**src/rtl/pending_req_server_pkg.sv**
```systemverilog
// Shared types and constants for the pending-request server.
// Holds the offer FSM encoding and the request-vector geometry.
package pending_req_server_pkg;

  localparam int unsigned NREQ  = 4;
  localparam int unsigned POS_W = 2;

  typedef enum logic {
    IDLE  = 1'b0,
    OFFER = 1'b1
  } state_e;

  // One-hot decode of a source index into a request-vector mask.
  function automatic logic [NREQ-1:0] pos_onehot(input logic [POS_W-1:0] pos);
    logic [NREQ-1:0] mask;
    mask      = '0;
    mask[pos] = 1'b1;
    return mask;
  endfunction

endpackage

```
**src/rtl/prio_enc4.sv**
```systemverilog
// Lowest-set-bit encoder for a 4-entry request vector.
// An all-zero input encodes to index 0; the lowest set index wins.
module prio_enc4
  import pending_req_server_pkg::*;
(
  input  logic [NREQ-1:0]  req,
  output logic [POS_W-1:0] pos
);

  always_comb begin
    pos = '0;
    if (req[0]) begin
      pos = 2'd0;
    end else if (req[1]) begin
      pos = 2'd1;
    end else if (req[2]) begin
      pos = 2'd2;
    end else if (req[3]) begin
      pos = 2'd3;
    end
  end

endmodule

```
**src/rtl/pending_req_server.sv**
```systemverilog
// Collects one-cycle request strobes into a pending register and offers them
// one at a time, lowest index first, over a registered valid/ready handshake.
module pending_req_server
  import pending_req_server_pkg::*;
#(
  parameter int unsigned CNT_W = 8
) (
  input  logic             clk,
  input  logic             reset,
  input  logic [NREQ-1:0]  req_in,
  output logic             out_valid,
  input  logic             out_ready,
  output logic [POS_W-1:0] out_pos,
  output logic [NREQ-1:0]  pending,
  output logic             dup_err,
  output logic [CNT_W-1:0] served_cnt
);

  state_e           state_q, state_d;
  logic [POS_W-1:0] pos_q, pos_d;
  logic [NREQ-1:0]  pending_q, pending_d;
  logic             dup_q, dup_d;
  logic [CNT_W-1:0] cnt_q, cnt_d;

  logic             fire;
  logic [NREQ-1:0]  clear_mask;
  logic [POS_W-1:0] enc_pos;
  logic             cnt_sat;

  assign fire       = (state_q == OFFER) && out_ready;
  assign clear_mask = fire ? pos_onehot(pos_q) : '0;
  assign pending_d  = (pending_q & ~clear_mask) | req_in;
  assign cnt_sat    = (cnt_q == {CNT_W{1'b1}});

  prio_enc4 u_prio_enc4 (
    .req (pending_d),
    .pos (enc_pos)
  );

  // A new offer is chosen only when idle or when the current one is taken;
  // a live offer is never pre-empted by a lower-index arrival.
  always_comb begin
    state_d = state_q;
    pos_d   = pos_q;
    if ((state_q == IDLE) || fire) begin
      if (|pending_d) begin
        state_d = OFFER;
        pos_d   = enc_pos;
      end else begin
        state_d = IDLE;
        pos_d   = '0;
      end
    end
  end

  // A strobe that hits a bit still pending after this cycle's clear is merged.
  always_comb begin
    dup_d = dup_q | (|(req_in & pending_q & ~clear_mask));
  end

  always_comb begin
    cnt_d = cnt_q;
    if (fire && !cnt_sat) begin
      cnt_d = cnt_q + 1'b1;
    end
  end

  always_ff @(posedge clk) begin
    if (reset) begin
      state_q   <= IDLE;
      pos_q     <= '0;
      pending_q <= '0;
      dup_q     <= 1'b0;
      cnt_q     <= '0;
    end else begin
      state_q   <= state_d;
      pos_q     <= pos_d;
      pending_q <= pending_d;
      dup_q     <= dup_d;
      cnt_q     <= cnt_d;
    end
  end

  assign out_valid  = (state_q == OFFER);
  assign out_pos    = pos_q;
  assign pending    = pending_q;
  assign dup_err    = dup_q;
  assign served_cnt = cnt_q;

endmodule

```
**config.mk**
```make
export PLATFORM = sky130hd
export DESIGN_NAME = pending_req_server
export DESIGN_NICKNAME = d
export VERILOG_FILES = /design/src/rtl/pending_req_server_pkg.sv /design/src/rtl/prio_enc4.sv /design/src/rtl/pending_req_server.sv
export SDC_FILE = /design/constraint.sdc
export NUM_CORES = 1
export LEC_CHECK = 0
export BUFFER_PORTS_ARGS = -buffer_cell sky130_fd_sc_hd__buf_4
export CAP_MARGIN = 0
export CORE_UTILIZATION = 52
export DETAILED_ROUTE_END_ITERATION = 16
export PLACE_DENSITY = 0.81
export SYNTH_ARGS = -nofsm -noshare
export SYNTH_HDL_FRONTEND = slang
export SYNTH_SLANG_ARGS = --single-unit
```
**constraint.sdc**
```tcl
create_clock -name clk -period 3.1 [get_ports clk]
set_input_delay 0.155 -clock clk [delete_from_list [all_inputs] [get_ports clk]]
set_output_delay 0.155 -clock clk [all_outputs]
set_load 0.1 [all_outputs]
```
==> reports/metrics.cfg, run 1 <==
[outcome]
status=finished clean

[synthesis]
post_synth_fa_ha_maj_area_fraction_pct=1.65
synth_compound_area_share_pct=23.4
async_flop_share_pct=0
ys_ff_latch=16
netlist_area_sq_um=758
avgSynthCellArea_sq_um=8.62
yosysWarnings=0
synth_top_family_by_area=simple AND/OR/NAND/NOR gates
synthTopCellsByCount=16 x dfxtp_1, 9 x a21oi_1, 9 x nor2_1, 7 x nand2_1
synth_simple_gate_area_share_pct=24.9
post_synth_num_cell_types=29
synth-main-ff-cell=dfxtp_1
synth_xor_xnor_area_share_pct=3.47
synth_fp_nets=96
synth_area_leaders=dfxtp_1 42%, a21oi_1 5.9%, nor2_1 4.5%
yosys.cell_count.top_type=dfxtp_1
synth_mux_area_share_pct=1.32
netlist_instances=88
ys_seq_area_share_pct=42.2
synth_area_leader_cell=dfxtp_1
synth_edf_count=0
synth_top_area_share_pct=42.2

[worst_setup_path]
crit_required_ps=3290
crit_path_end_kind=flip-flop
worstSetupPathType=flip-flop to flip-flop
rrSetupSlack_ps=1410
path_cells=ha_1 > nand4_1 > o21ai_0 > mux2i_1 > nor2_1
startpoint_type=flip-flop
cp_data_arrival_time_ps=1880
path_max_fanout=5
crit_slowest_cell=o21ai_0
slowest_delay_ps=460

[pwr]
leakage_nw=0.424
p_per_area_nw_per_um2=471
power_uw=451
ir_drop_uv=355

[place]
dpl_cell_area_sq_um=935
dp_hpwl_microns=1180
portBuffers=22
place_inst=123
gp_congestion=0.762

[timing]
tns_ps=0
hold_viol=0
setup_viol=0
finClkSkew_ps=6.29
period_minus_slack_ps=1690
max_freq_ghz=0.592
relSlewSlack_pct=67.8
rsz0062_at_grt=false
slew_viol_final=0
tightest_slew_ps=478
min_period_over_period_pct=54.5

[routing]
drt_iter0_markers=22
vias_per_cell=5.72
wl_microns=1590
drc=0
ant_nets=0
wl_per_cell_microns=12.6
dr.pass1.iters=4
vias=721

[floorplanning]
start_util_pct=56.8
fp.coreArea_sq_um=1330
rows=13
die_w_microns=40.2
pin_count=23
die_area_sq_um=1610
die_h_microns=40.2

[clock_tree]
cts_buffers=3
insertion_delay_ps=280
cts.sinks=16
cts_root_buffer=clkbuf_4
clkTransAtPathRegs_ps=90
postCtsSetupBuffers=0
clockBufferDepth=2
cts_resized=0
hold_buffers=0
cts_tree=yes
h-tree-depth=1

[grt]
grt_max_degree=17
antenna_found_initial=0
track_usage_pct=23.0
grt_overflow=0
grt_pass1_wl_microns=2380
grt_pass1_vias=548

[layout]
finish.utilization_pct=71.8
area_growth_pct=26.2
fin_cells=126
drive_gt1_share_pct=23.4
n_fill_cell=122
antenna_cells=0
fin_area_sq_um=957
fin_nets=121

[hold_path]
hp-class=primary input to flip-flop

[job]
maxCapViolations=0

state kept, by name (all words and copies together), names as in the netlist:
signal and flops:
out_pos 2, dup_err 1, pending 4, out_valid 1
served_cnt 8
worst max-delay path: cells and delay by family (launching register included):
family	cells	cell delay, ps
AO/OA/AOI/OAI	1	460
adder cells (fa/ha/maj)	1	240
flip-flops	1	400
multiplexers	1	230
AND/OR/NAND/NOR	2	260
layer usage:
metal  global-route usage [%]  vias up  part of all wire [%]  routed length [microns]
li1                         -      375                     -                        -
met1                     32.0      319                    51                      816
met2                     31.5       23                    42                      668
met3                     5.00        4                   4.2                       66
met4                     15.0        0                   2.5                       39
met5                        0        -                     0                        0
cell usage in the layout (no fill, tap or decap):
cell and count:
nor3_1 2, mux2i_1 1, nor2b_1 1, or3b_1 1
inv_1 4, o211ai_1 3, o31ai_1 2, a41oi_1 1
and4_1 1, a32o_1 1, nor2_1 9, a41o_1 1
buf_4 22, clkbuf_4 3, nand3_1 4, dfxtp_1 16
and2_1 3, ha_1 1, and3_1 2, a211oi_2 1
a21o_1 2, a21oi_1 9, nand2_1 7, o211a_1 2
o2111ai_1 1, nand4_1 3, xor2_1 3, or4_1 1
o21ai_0 2, nand4b_1 2
worst paths after layout:
check,from,end,cells past startpoint
worst min register to register,served_cnt[6]$_SDFFE_PP0P_,served_cnt[6]$_SDFFE_PP0P_,2
worst max-delay path,served_cnt[0]$_SDFFE_PP0P_,served_cnt[1]$_SDFFE_PP0P_,5
worst min-delay path,req_in[2],pending[2]$_SDFF_PP0_,3
worst max register to register,served_cnt[0]$_SDFFE_PP0P_,served_cnt[1]$_SDFFE_PP0P_,5
logic make-up after synthesis:
kind of cell	count (synthesis)
simple gates	36
compound gates	25
flops	16
buf+inv	6
xor+xnor	3
mux	1
fa+ha+maj	1
layout make-up:
type | count | area [sq um] | area share (%)
timing repair buffer | 22 | 165 | 17.3
multi-input combinational | 66 | 415 | 43.4
tap | 15 | 18.8 | 1.96
sequential | 16 | 320 | 33.5
inverter | 4 | 15.0 | 1.57
clock buffer | 3 | 22.5 | 2.35
through the flow:
step	worst slack, ps	hold slack, ps
after global placement	1540	399
after global routing	1240	123
after CTS	1420	110
after floorplan	803	283
final	1410	116
after detailed placement	1430	410
power by group:
part           total [mW]  switching (mW)  internal [mW]
Sequential          0.224         0.00991          0.214
Clock               0.109          0.0642         0.0451
Combinational       0.117          0.0882         0.0290
No activity file was read; power rests on OpenSTA's default activity.
==> run 2: changes to the inputs <==
ABC_AREA = 1   (was unset)
CORE_UTILIZATION = 49   (was 52)
PLACE_DENSITY = 0.76   (was 0.81)
clock period = 1.6 ns   (was 3.1 ns; I/O delays follow)
==> run 2 against run 1 <==
Compared with the run above: cell area up 5.8%; flip-flop and latch count unchanged; clock skew about the same; highest routed layer unchanged.
==> reports/metrics.cfg, run 2 <==
[worst_setup_path]
worstSetupPathType=flip-flop to flip-flop
rrSetupSlack_ps=250
reg2reg_from=served_cnt[1]$_SDFFE_PP0P_
path_max_fanout=8
slowest_delay_ps=360
cpMostUsedCell=nand2_1
crit_path_end_kind=flip-flop
critPathBufInv=1
worstRegToRegCells=10
critical-path-top-delay-family=simple AND/OR/NAND/NOR gates
path_cells=ha_1 > nand3_1 > nor2_2 > nand2_2 > nand2_4 > inv_4 > nand2_1 > nand2_1 > nand2_1 > nor2_1
startpoint_type=flip-flop
crit_slowest_cell=dfxtp_4
r2r_end=served_cnt[6]$_SDFFE_PP0P_
cp_data_arrival_time_ps=1520
crit_required_ps=1770

[synthesis]
netlist_instances=115
synth-main-ff-cell=dfxtp_1
synth_area_leader_cell=dfxtp_1
synth_top_area_share_pct=40.8
ys_ff_latch=16
synth_fp_nets=123
yosys.cell_count.top_type=nand2_1
synth_area_leaders=dfxtp_1 41%, nand2_1 14%, inv_1 6.7%
async_flop_share_pct=0
netlist_area_sq_um=785
synthTopCellsByCount=30 x nand2_1, 16 x dfxtp_1, 14 x inv_1, 14 x nor2_1, 9 x nand3_1
avgSynthCellArea_sq_um=6.82
ys_seq_area_share_pct=40.8
yosysWarnings=0
synth_edf_count=0
post_synth_num_cell_types=20

[routing]
wl_microns=1590
dr.pass1.iters=4
ant_nets=0
wl_per_cell_microns=10.2
vias=777
drc=0
drt_iter0_markers=19
vias_per_cell=4.98

[grt]
antenna_found_initial=0
grt_pass1_wl_microns=2590
grt_pass1_vias=643
grt_max_degree=11
grt_use_met1_pct=24.7
grt_busiest_layer=met2
track_usage_pct=18.9
met3_usage_pct=3.02
grt_overflow=0
grt_util_met2_pct=31.3

[layout]
fin_nets=149
mostFrequentLayoutCells=30 x nand2_1, 22 x buf_4, 14 x inv_1, 14 x nor2_1, 10 x dfxtp_2
final_common_cell=nand2_1
area_growth_pct=29.0
largest_reg_flops=8
drive_gt1_share_pct=34.3
fin_cells=156
antenna_cells=0

[timing]
slew_viol_final=0
rsz0062_at_grt=false
max_freq_ghz=0.743
relSlewSlack_pct=82.7
period_minus_slack_ps=1350
setup_viol=0
finClkSkew_ps=6.38
tightest_slew_ps=257
hold_viol=0
min_period_over_period_pct=84.1
tns_ps=0

[clock_tree]
cts.sinks=16
clkTransAtPathRegs_ps=90
hold_buffers=0
cts_tree=yes
cts_resized=0
clockBufferDepth=2
cts_root_buffer=clkbuf_4
cts_buffers=3
h-tree-depth=1
postCtsSetupBuffers=0
insertion_delay_ps=280

[hold_path]
hp-class=primary input to flip-flop
hold_path_startpoint=reset
worstHoldPathCells=2
hold-path-endpoint=pending[3]$_SDFF_PP0_

[floorplanning]
die_area_sq_um=1760
rows=14
fp.coreArea_sq_um=1510
pin_count=23
die_h_microns=42.0
start_util_pct=52.1
die_w_microns=42.0

[place]
place_inst=152
gp_congestion=0.866
portBuffers=22
dp_hpwl_microns=1240

[outcome]
status=finished clean

[pwr]
ir_drop_uv=549
p_per_area_nw_per_um2=889
leakage_nw=0.462

[job]
maxCapViolations=0

## run 2: report_power, final
part / total, mW / switching [mW] / internal [mW]
Combinational: 0.251 / 0.194 / 0.0568
Clock: 0.214 / 0.117 / 0.0966
Sequential: 0.434 / 0.0169 / 0.418
Total: 0.899 / 0.328 / 0.571
## run 2: worst reg2reg max path, cell delays in order (launching register included)
cell	delay [ps]
dfxtp_4	360
ha_1	200
nand3_1	100
nor2_2	120
nand2_2	70
nand2_4	100
inv_4	60
nand2_1	70
nand2_1	50
nand2_1	50
nor2_1	40
## run 2: stage by stage
stage	power (mW)	setup slack (ps)	utilization [%]	hold WS [ps]	instance area [sq um]
after floorplan	0.638	24.6	-	200	805
after global placement	0.693	307	65.4	320	986
after detailed placement	0.696	278	65.4	323	986
after CTS	0.910	249	67.2	25.2	1010
after global routing	0.939	150	67.2	34.2	1010
final	0.899	254	67.2	34.8	1010
## run 2: per-layer routing
layer,up-vias,part of all wire (%)
met5,-,0
met4,0,0.63
met3,2,5.2
met2,21,47
met1,341,47
li1,413,-
## run 2: cell type report
class	instances	area, sq um
multi-input cells	82	398
flip-flops and latches	16	340
clock buffers	4	26.3
fillers	146	494
inverters	16	62.6
well taps	16	20.0
repair buffers	22	165
## run 2: worst max path at each step
| stage | startpoint | end | slack [ps] | cells after the start |
|---|---|---|---|---|
| CTS | served_cnt[1]$_SDFFE_PP0P_ | served_cnt[6]$_SDFFE_PP0P_ | 250 | 10 |
| global route | served_cnt[1]$_SDFFE_PP0P_ | served_cnt[6]$_SDFFE_PP0P_ | 150 | 10 |
| floorplan | out_valid$_SDFFE_PP0P_ | out_valid$_SDFFE_PP0P_ | 20 | 9 |
| detailed placement | served_cnt[0]$_SDFFE_PP0P_ | served_cnt[6]$_SDFFE_PP0P_ | 280 | 10 |
| finish | served_cnt[1]$_SDFFE_PP0P_ | served_cnt[6]$_SDFFE_PP0P_ | 250 | 10 |
| global placement | served_cnt[1]$_SDFFE_PP0P_ | served_cnt[6]$_SDFFE_PP0P_ | 310 | 10 |
## run 2: cells by family after synthesis
group,synth area share [%]
AND/OR/NAND/NOR,36.4
buffers and inverters,8.45
AO/OA/AOI/OAI,11.6
flip-flops,40.8
XOR/XNOR,1.12
adder cells (fa/ha/maj),1.59
